## src/rtl/gups_engine_if.sv

```systemverilog
// Memory port of the GUPS engine: one outstanding read or write, completed by a single ready strobe.
interface gups_engine_if #(
  parameter int DATA_W = 64,
  parameter int ADDR_W = 64
);
  logic              req;
  logic              write;
  logic [ADDR_W-1:0] address;
  logic [DATA_W-1:0] dout;
  logic [DATA_W-1:0] data_in;
  logic              ready;

  modport master (
    output req, write, address, dout,
    input  data_in, ready
  );

  modport slave (
    input  req, write, address, dout,
    output data_in, ready
  );
endinterface

```

## src/rtl/gups_engine.sv

```systemverilog
// LFSR-addressed read-modify-write update engine; 3 cycles per update with ready held high.
// Waits indefinitely for ready in RD/WR with req and address held; abort ends the run after the current update.
module gups_engine #(
  parameter int DATA_W = 64,
  parameter int ADDR_W = 64,
  parameter int CNT_W  = 32,
  parameter     POLY   = 64'h7
) (
  input  logic                clk,
  input  logic                reset,
  input  logic                start,
  input  logic                abort,
  input  logic [DATA_W-1:0]   seed,
  input  logic [ADDR_W-1:0]   range,
  input  logic [CNT_W-1:0]    num_updates,
  input  logic                mode,
  gups_engine_if.master       mem,
  output logic                busy,
  output logic                done,
  output logic [CNT_W-1:0]    update_count
);

  localparam logic [DATA_W-1:0] POLY_T = DATA_W'(POLY);

  localparam logic [2:0] S_IDLE = 3'd0;
  localparam logic [2:0] S_GEN  = 3'd1;
  localparam logic [2:0] S_RD   = 3'd2;
  localparam logic [2:0] S_WR   = 3'd3;
  localparam logic [2:0] S_DONE = 3'd4;

  logic [2:0]        state;
  logic [DATA_W-1:0] ran;
  logic [DATA_W-1:0] ran_next;
  logic [DATA_W-1:0] upd;
  logic [ADDR_W-1:0] range_q;
  logic [CNT_W-1:0]  num_q;
  logic [CNT_W-1:0]  count;
  logic [CNT_W-1:0]  count_inc;
  logic              mode_q;
  logic              abort_pend;
  logic              last_update;

  assign ran_next    = {ran[DATA_W-2:0], 1'b0} ^ (ran[DATA_W-1] ? POLY_T : '0);
  assign count_inc   = count + 1'b1;
  // An abort seen in the same WR cycle as ready still finishes the run here.
  assign last_update = (count_inc == num_q) || abort_pend || abort;

  always_ff @(posedge clk) begin
    if (reset) begin
      state      <= S_IDLE;
      ran        <= '0;
      upd        <= '0;
      range_q    <= '0;
      num_q      <= '0;
      count      <= '0;
      mode_q     <= 1'b0;
      abort_pend <= 1'b0;
    end else begin
      case (state)
        S_IDLE: begin
          abort_pend <= 1'b0;
          if (start) begin
            num_q   <= num_updates;
            range_q <= range;
            mode_q  <= mode;
            ran     <= (seed == '0) ? DATA_W'(1) : seed;
            count   <= '0;
            state   <= (num_updates == '0) ? S_DONE : S_GEN;
          end
        end
        S_GEN: begin
          if (abort) begin
            abort_pend <= 1'b1;
            state      <= S_DONE;
          end else begin
            ran   <= ran_next;
            state <= S_RD;
          end
        end
        S_RD: begin
          if (abort) abort_pend <= 1'b1;
          if (mem.ready) begin
            upd   <= mode_q ? (mem.data_in + 1'b1) : (mem.data_in ^ ran);
            state <= S_WR;
          end
        end
        S_WR: begin
          if (abort) abort_pend <= 1'b1;
          if (mem.ready) begin
            count <= count_inc;
            state <= last_update ? S_DONE : S_GEN;
          end
        end
        S_DONE: begin
          if (abort) abort_pend <= 1'b1;
          state <= S_IDLE;
        end
        default: state <= S_IDLE;
      endcase
    end
  end

  assign mem.req      = (state == S_RD) || (state == S_WR);
  assign mem.write    = (state == S_WR);
  assign mem.address  = ran[ADDR_W-1:0] & range_q;
  assign mem.dout     = upd;
  assign busy         = (state != S_IDLE);
  assign done         = (state == S_DONE);
  assign update_count = count;

  a_req_held: assert property (@(posedge clk) disable iff (reset)
    (mem.req && !mem.ready) |=> (mem.req && $stable(mem.address) && $stable(mem.write)));

  a_write_in_req: assert property (@(posedge clk) disable iff (reset)
    mem.write |-> mem.req);

endmodule

```

## src/flat_wrapper.sv

```systemverilog
// flat-port wrapper written by rule: the top's interface ports become plain ports
module gups_engine_flat 
#(
  parameter int DATA_W = 64,
  parameter int ADDR_W = 64,
  parameter int CNT_W  = 32,
  parameter     POLY   = 64'h7
)
  (clk, reset, start, abort, seed, range, num_updates, mode, busy, done, update_count, mem_req, mem_write, mem_address, mem_dout, mem_data_in, mem_ready);
  gups_engine_if #(.DATA_W(DATA_W), .ADDR_W(ADDR_W)) mem_i ();
  input  logic clk;
  input  logic reset;
  input  logic start;
  input  logic abort;
  input  logic [DATA_W-1:0] seed;
  input  logic [ADDR_W-1:0] range;
  input  logic [CNT_W-1:0] num_updates;
  input  logic mode;
  output logic busy;
  output logic done;
  output logic [CNT_W-1:0] update_count;
  output wire logic [$bits(mem_i.req)-1:0] mem_req;
  output wire logic [$bits(mem_i.write)-1:0] mem_write;
  output wire logic [$bits(mem_i.address)-1:0] mem_address;
  output wire logic [$bits(mem_i.dout)-1:0] mem_dout;
  input wire logic [$bits(mem_i.data_in)-1:0] mem_data_in;
  input wire logic [$bits(mem_i.ready)-1:0] mem_ready;
  assign mem_req = mem_i.req;
  assign mem_write = mem_i.write;
  assign mem_address = mem_i.address;
  assign mem_dout = mem_i.dout;
  assign mem_i.data_in = mem_data_in;
  assign mem_i.ready = mem_ready;
  gups_engine #(.DATA_W(DATA_W), .ADDR_W(ADDR_W), .CNT_W(CNT_W), .POLY(POLY)) u_core (.clk(clk), .reset(reset), .start(start), .abort(abort), .seed(seed), .range(range), .num_updates(num_updates), .mode(mode), .mem(mem_i), .busy(busy), .done(done), .update_count(update_count));
endmodule
```

## config.mk

```make
export PLATFORM = sky130hd
export DESIGN_NAME = gups_engine_flat
export DESIGN_NICKNAME = d
export VERILOG_FILES = /design/src/rtl/gups_engine_if.sv /design/src/rtl/gups_engine.sv /design/src/flat_wrapper.sv
export SDC_FILE = /design/constraint.sdc
export NUM_CORES = 1
export LEC_CHECK = 0
export BUFFER_PORTS_ARGS = -buffer_cell sky130_fd_sc_hd__buf_2
export CORE_MARGIN = 2
export CORE_UTILIZATION = 47
export DETAILED_ROUTE_END_ITERATION = 6
export GPL_TIMING_DRIVEN = 1
export PLACE_DENSITY = 0.7
export SYNTH_ARGS = -nofsm -noshare
export SYNTH_HDL_FRONTEND = slang
export SYNTH_SLANG_ARGS = --single-unit
```

## constraint.sdc

```tcl
create_clock -name clk -period 3.5 [get_ports clk]
set_clock_uncertainty 0.2 [all_clocks]
set_input_delay 0.525 -clock clk [delete_from_list [all_inputs] [get_ports clk]]
set_output_delay 0.525 -clock clk [all_outputs]
set_load 0.02 [all_outputs]
```

== After elaboration in Yosys (flattened, before gate mapping) ==
Cells that the tools add are included.

* Input bits: 230
* Memories kept: 0
* Register bits after elaboration: 261
* Bits in writable memories: 0
* Bits in latches: 0
* Bits in read-only memories: 0
* Output and inout bits: 164
* Logic and storage cells: 58

* Shifts and indexed selects: 0
* Add/subtract/negate cells: 2
* Bitwise logic cells: 3
* Eq/ne operators: 10
* Order comparisons: 0
* Muxes and demuxes: 18
* Reduce and logical (&&, ||, !) cells: 17
* Divide/modulo/power cells: 0
* Multipliers: 0

{| class="wikitable"
|+ Operators by type and width
! cell !! number
|-
| $mux 64 || 4
|-
| $pmux 64 s2 || 1
|-
| $xor 64x64->64 || 2
|-
| $add 64x1->64 const B || 1
|-
| $and 64x64->64 || 1
|-
| $logic_not 64->1 || 1
|-
| $mux 32 || 2
|-
| $pmux 32 s2 || 1
|-
| $add 32x1->32 const B || 1
|-
| $eq 32x32->1 || 1
|-
| $logic_not 32->1 || 1
|-
| $mux 3 || 7
|-
| $pmux 3 s4 || 1
|-
| $reduce_and 3->1 || 3
|-
| $eq 3x2->1 const B || 2
|-
| $ne 2x2->1 const B || 3
|-
| $reduce_and 2->1 || 3
|-
| $reduce_bool 2->1 || 3
|-
| $ne 2x1->1 const B || 2
|-
| $reduce_or 4->1 || 1
|-
| $eq 3x1->1 const B || 1
|-
| $eq 3x3->1 const B || 1
|-
| $logic_not 3->1 || 1
|-
| $logic_or 1x1->1 || 3
|-
| other kinds (3) || 3
|}

== Logic depth before layout (Yosys ltp) ==
* Word-level depth: 7
* Gate-level depth with buffers: 10
* Gate-level depth less buffers: 9

== Worst setup path before layout ==
No wires, ideal clock.

* Path kind: flip-flop to flip-flop
* Start: reg u_core.count[0] (netlist: u_core.update_count[0])
* End: reg u_core.state[2]
* Required time: 3184 ps
* Clock period less this slack: 2823 ps
* Library setup time: 116 ps
* Buffers on the path: 1
* Cell stages (with the launch flop): 11
* Arrival: 2507 ps
* Slack: 677 ps
* Cells stage by stage: dfxtp_1 -> ha_1 -> and3_1 -> clkbuf_1 -> nand3_1 -> nor4_2 -> xnor2_1 -> and3_1 -> and3_1 -> a41o_1 -> o211a_1

* Longest elaborated chain between the ends: 7

{| class="wikitable"
|+ RTL lines
! what !! RTL line !! source
|-
| start, declared || gups_engine.sv:37 || <nowiki>logic [CNT_W-1:0] count;</nowiki>
|-
| start signal, assigned || gups_engine.sv:90 || <nowiki>count <= count_inc;</nowiki>
|-
| $add 32x1->32 || gups_engine.sv:44 || <nowiki>assign count_inc = count + 1'b1;</nowiki>
|-
| $eq 32x32->1 || gups_engine.sv:46 || <nowiki>assign last_update = (count_inc == num_q) || abort_pend || abort;</nowiki>
|-
| $logic_or 1x1->1 (2 in series) || gups_engine.sv:46 ||
|-
| $mux 3 || gups_engine.sv:91 || <nowiki>state <= last_update ? S_DONE : S_GEN;</nowiki>
|-
| $mux 3 || gups_engine.sv:89 || <nowiki>if (mem.ready) begin</nowiki>
|-
| $pmux 3 s4 || gups_engine.sv:59 || <nowiki>case (state)</nowiki>
|-
| end signal, assigned || gups_engine.sv:68 || <nowiki>state <= (num_updates == '0) ? S_DONE : S_GEN;</nowiki>
|-
| end signal, assigned || gups_engine.sv:91 ||
|-
| end, declared || gups_engine.sv:31 || <nowiki>logic [2:0] state;</nowiki>
|}

Every way passes these cells. The select of a mux whose other input is x is not followed.
A chain may end at the register's enable or synchronous reset.

== Final worst setup path ==
* Start: reg u_core.count[5] (netlist: u_core.update_count[5])
* End: reg u_core.state[2]

The elaborated chain is that of the path after synthesis.

==> flow_metrics.py <==
metrics = {
    "yosys": {
        "synth-simple-area-share": 0.278,
        "synthXorXnorAreaFrac": 0.0713,
        "synth_fa_ha_area_frac": 0.00185,
        "synth_mux_area_frac": 0.0496,
        "ys_types": 67,
        "synth-edff-count": 0,
        "synth_cells": 1742,
        "synthArstFlopShare": 0,
        "synth_seq_cells": 261,
        "synth-compound-area-share": 0.172,
        "ys_seq_area_frac": 0.387,
        "ys_warn_count": 0,
        "synthFlopType": "dfxtp_1",
        "netlist_area_sq_um": 13500,
        "synth_nets": 1974,
        "synth_top_family_by_area": "simple AND/OR/NAND/NOR gates",
        "syn_avg_cell_area_sq_um": 7.75,
    },
    "route": {
        "routed_wl_mm": 48.5,
        "viasPerCell": 5.65,
        "wire_per_inst_um": 19.2,
        "remaining_drc_errors": 0,
        "drt_iter0_drc": 1221,
        "firstDrtPassIters": 5,
        "drtAntennaViolNets": 0,
        "dr_total_vias": 14300,
    },
    "global_routing": {
        "overflow": 0,
        "grt_pass1_wl_mm": 74.3,
        "grt_pass1_vias": 13400,
        "grt_max_degree": 182,
        "grt_antenna_before_repair": 10,
        "grt_use_total": 0.308,
    },
    "timing": {
        "setup_tns_ns": 0,
        "rsz0062_at_grt": "false",
        "relSlewSlack": 0.201,
        "layout_setup_ws_ns": 0.434,
        "slew_violations": 0,
        "fin_crit_ns": 3.07,
        "setup_viol": 0,
        "hold_violations": 0,
        "fmax_ghz": 0.326,
        "max_slew.worst_pin.slew_ns": 1.19,
        "period_share": 0.876,
    },
    "clocking": {
        "clk_pin_slew_ns": 0.06,
        "h-tree-depth": 1,
        "clock_path_buffers": 3,
        "numCtsBuffers": 29,
        "cts-root-buf": "clkbuf_16",
        "post_cts_buffers": 0,
        "cts_tree": "built",
        "cts.sinks": 261,
        "ctsHoldBuffers": 38,
        "worstSkewPairLatency_ns": 0.56,
        "cts_resized": 0,
    },
    "critical_path": {
        "crit_type": "reg2reg",
        "cp.required_ns": 3.79,
        "arrival_ns": 3.36,
        "start_kind": "register",
        "critPathCaptureType": "register",
        "crit_fanout": 13,
    },
    "placement": {
        "dp_cells": 2427,
        "place_hpwl_mm": 35.4,
        "post-place-ws_ns": 0.462,
        "place_congestion": 0.988,
        "numPortBuffers": 393,
    },
    "power": {
        "p_leak_nw": 7.54,
        "p_per_area_nw_per_um2": 501,
        "report.power.total_mw": 8.62,
        "ir_worst_vdd_v": 0.000449,
    },
    "die": {
        "die-area_sq_um": 30100,
        "ios": 394,
        "core_area_sq_um": 28500,
        "fp.dieW_um": 174,
        "die_h_um": 174,
        "initial_core_util": 0.474,
        "rows": 62,
    },
    "layout": {
        "final_core_util": 0.604,
        "drive_gt1_frac": 0.230,
        "nets": 2344,
        "syn_to_final_growth_pct": 27.4,
        "finalNonFillerCells": 2528,
    },
    "run_status": {
        "status": "complete, no violations",
    },
    "flow_run": {
        "drv_cap": 0,
    },
    "hold_path": {
        "hp-class": "in2reg",
    },
}
synth_stat cells (10+ instances only):
| master | count | area [sq um] |
|---|---|---|
| nand2_1 | 370 | 1390 |
| dfxtp_1 | 261 | 5230 |
| a21oi_1 | 203 | 1020 |
| nor2_1 | 124 | 465 |
| clkbuf_1 | 97 | 364 |
| and2_1 | 74 | 463 |
| xnor2_1 | 71 | 622 |
| mux2i_1 | 67 | 671 |
| a211oi_1 | 64 | 480 |
| xor2_1 | 39 | 342 |
| nand3_1 | 33 | 165 |
| nor4_1 | 33 | 206 |
| o21ai_0 | 33 | 165 |
| nand4_1 | 29 | 181 |
| nor3_1 | 28 | 140 |
| and3_1 | 25 | 156 |
| inv_1 | 19 | 71.3 |
| and4_1 | 13 | 114 |
| a22oi_1 | 11 | 82.6 |
| a2bb2oi_1 | 11 | 96.3 |
| a311oi_1 | 10 | 87.6 |
| buf_2 | 10 | 50.1 |
cells in the final DEF, fill, tap and decap left out, types with 33 or more instances in the layout:
cell type      Yosys  final
mux2i_1           67     67
o21ai_0           33     33
a21oi_1          203    203
dlygate4sd3_1      0     38
a211oi_1          64     64
nand2_1          370    369
dfxtp_1          261    261
and2_1            74     73
nor2_1           124    124
buf_2             10    392
xnor2_1           71     71
nand3_1           33     33
xor2_1            39     39
area by class of cell:
class / count / area [sq um]
Multi-Input combinational cell: 1342 / 7770
Clock inverter: 15 / 256
Antenna cell: 9 / 22.5
Timing Repair Buffer: 458 / 2570
Sequential cell: 261 / 5230
Inverter: 20 / 75.1
Tap cell: 384 / 480
Fill cell: 2607 / 11300
Clock buffer: 39 / 803
where the power goes:
part           internal, mW  switching, mW
combinational         0.703           1.02
sequential             3.23          0.264
clock                  2.12           1.28
registers in the layout (all words and copies together), names as in the netlist:
| register | flops |
|---|---|
| u_core.abort_pend | 1 |
| u_core.mem.dout | 64 |
| u_core.mode_q | 1 |
| u_core.num_q | 32 |
| u_core.ran | 64 |
| u_core.range_q | 64 |
| u_core.state | 3 |
| u_core.update_count | 32 |
kinds of logic after synthesis:
kind of cell	count (synthesis)
compound gates	380
xor+xnor	110
fa+ha+maj	2
simple gates	783
flops	261
buf+inv	139
mux	67
final timing paths:
check | start | endpoint | slack, ns | cells past startpoint
max reg2reg | u_core.update_count[5] | u_core.state[2] | 0.43 | 8
min | range[60] | u_core.range_q[60] | 0.02 | 3
min reg2reg | u_core.mem.dout[30] | u_core.mem.dout[30] | 0.25 | 2
max | u_core.update_count[5] | u_core.state[2] | 0.43 | 8
critical path, stage by stage (launching register included):
cell and delay [ns]:
dfxtp_1 0.58, nand4_4 0.28, nor4_4 0.55, nand2_1 0.13, xnor2_1 0.20, or4b_1 0.47, nor4_2 0.25, a41o_1 0.21
o211a_1 0.14
layer usage:
metal  share of wire  up-vias  global-route usage
met1            0.41     6691               0.384
met5         0.00027        -                   0
met3           0.078      120              0.0669
met2            0.47      621               0.523
li1                -     6848                   -
met4           0.039        2               0.113
metrics by stage:
| step | instance area, sq um | hold WS, ns |
|---|---|---|
| global route | 17200 | 0.0102 |
| CTS | 17200 | 0.000414 |
| global placement | 15700 | 0.236 |
| floorplan | 13500 | 0.232 |
| detailed placement | 15700 | 0.242 |
| finish | 17200 | 0.0175 |
(Power assumes the default switching activity.)
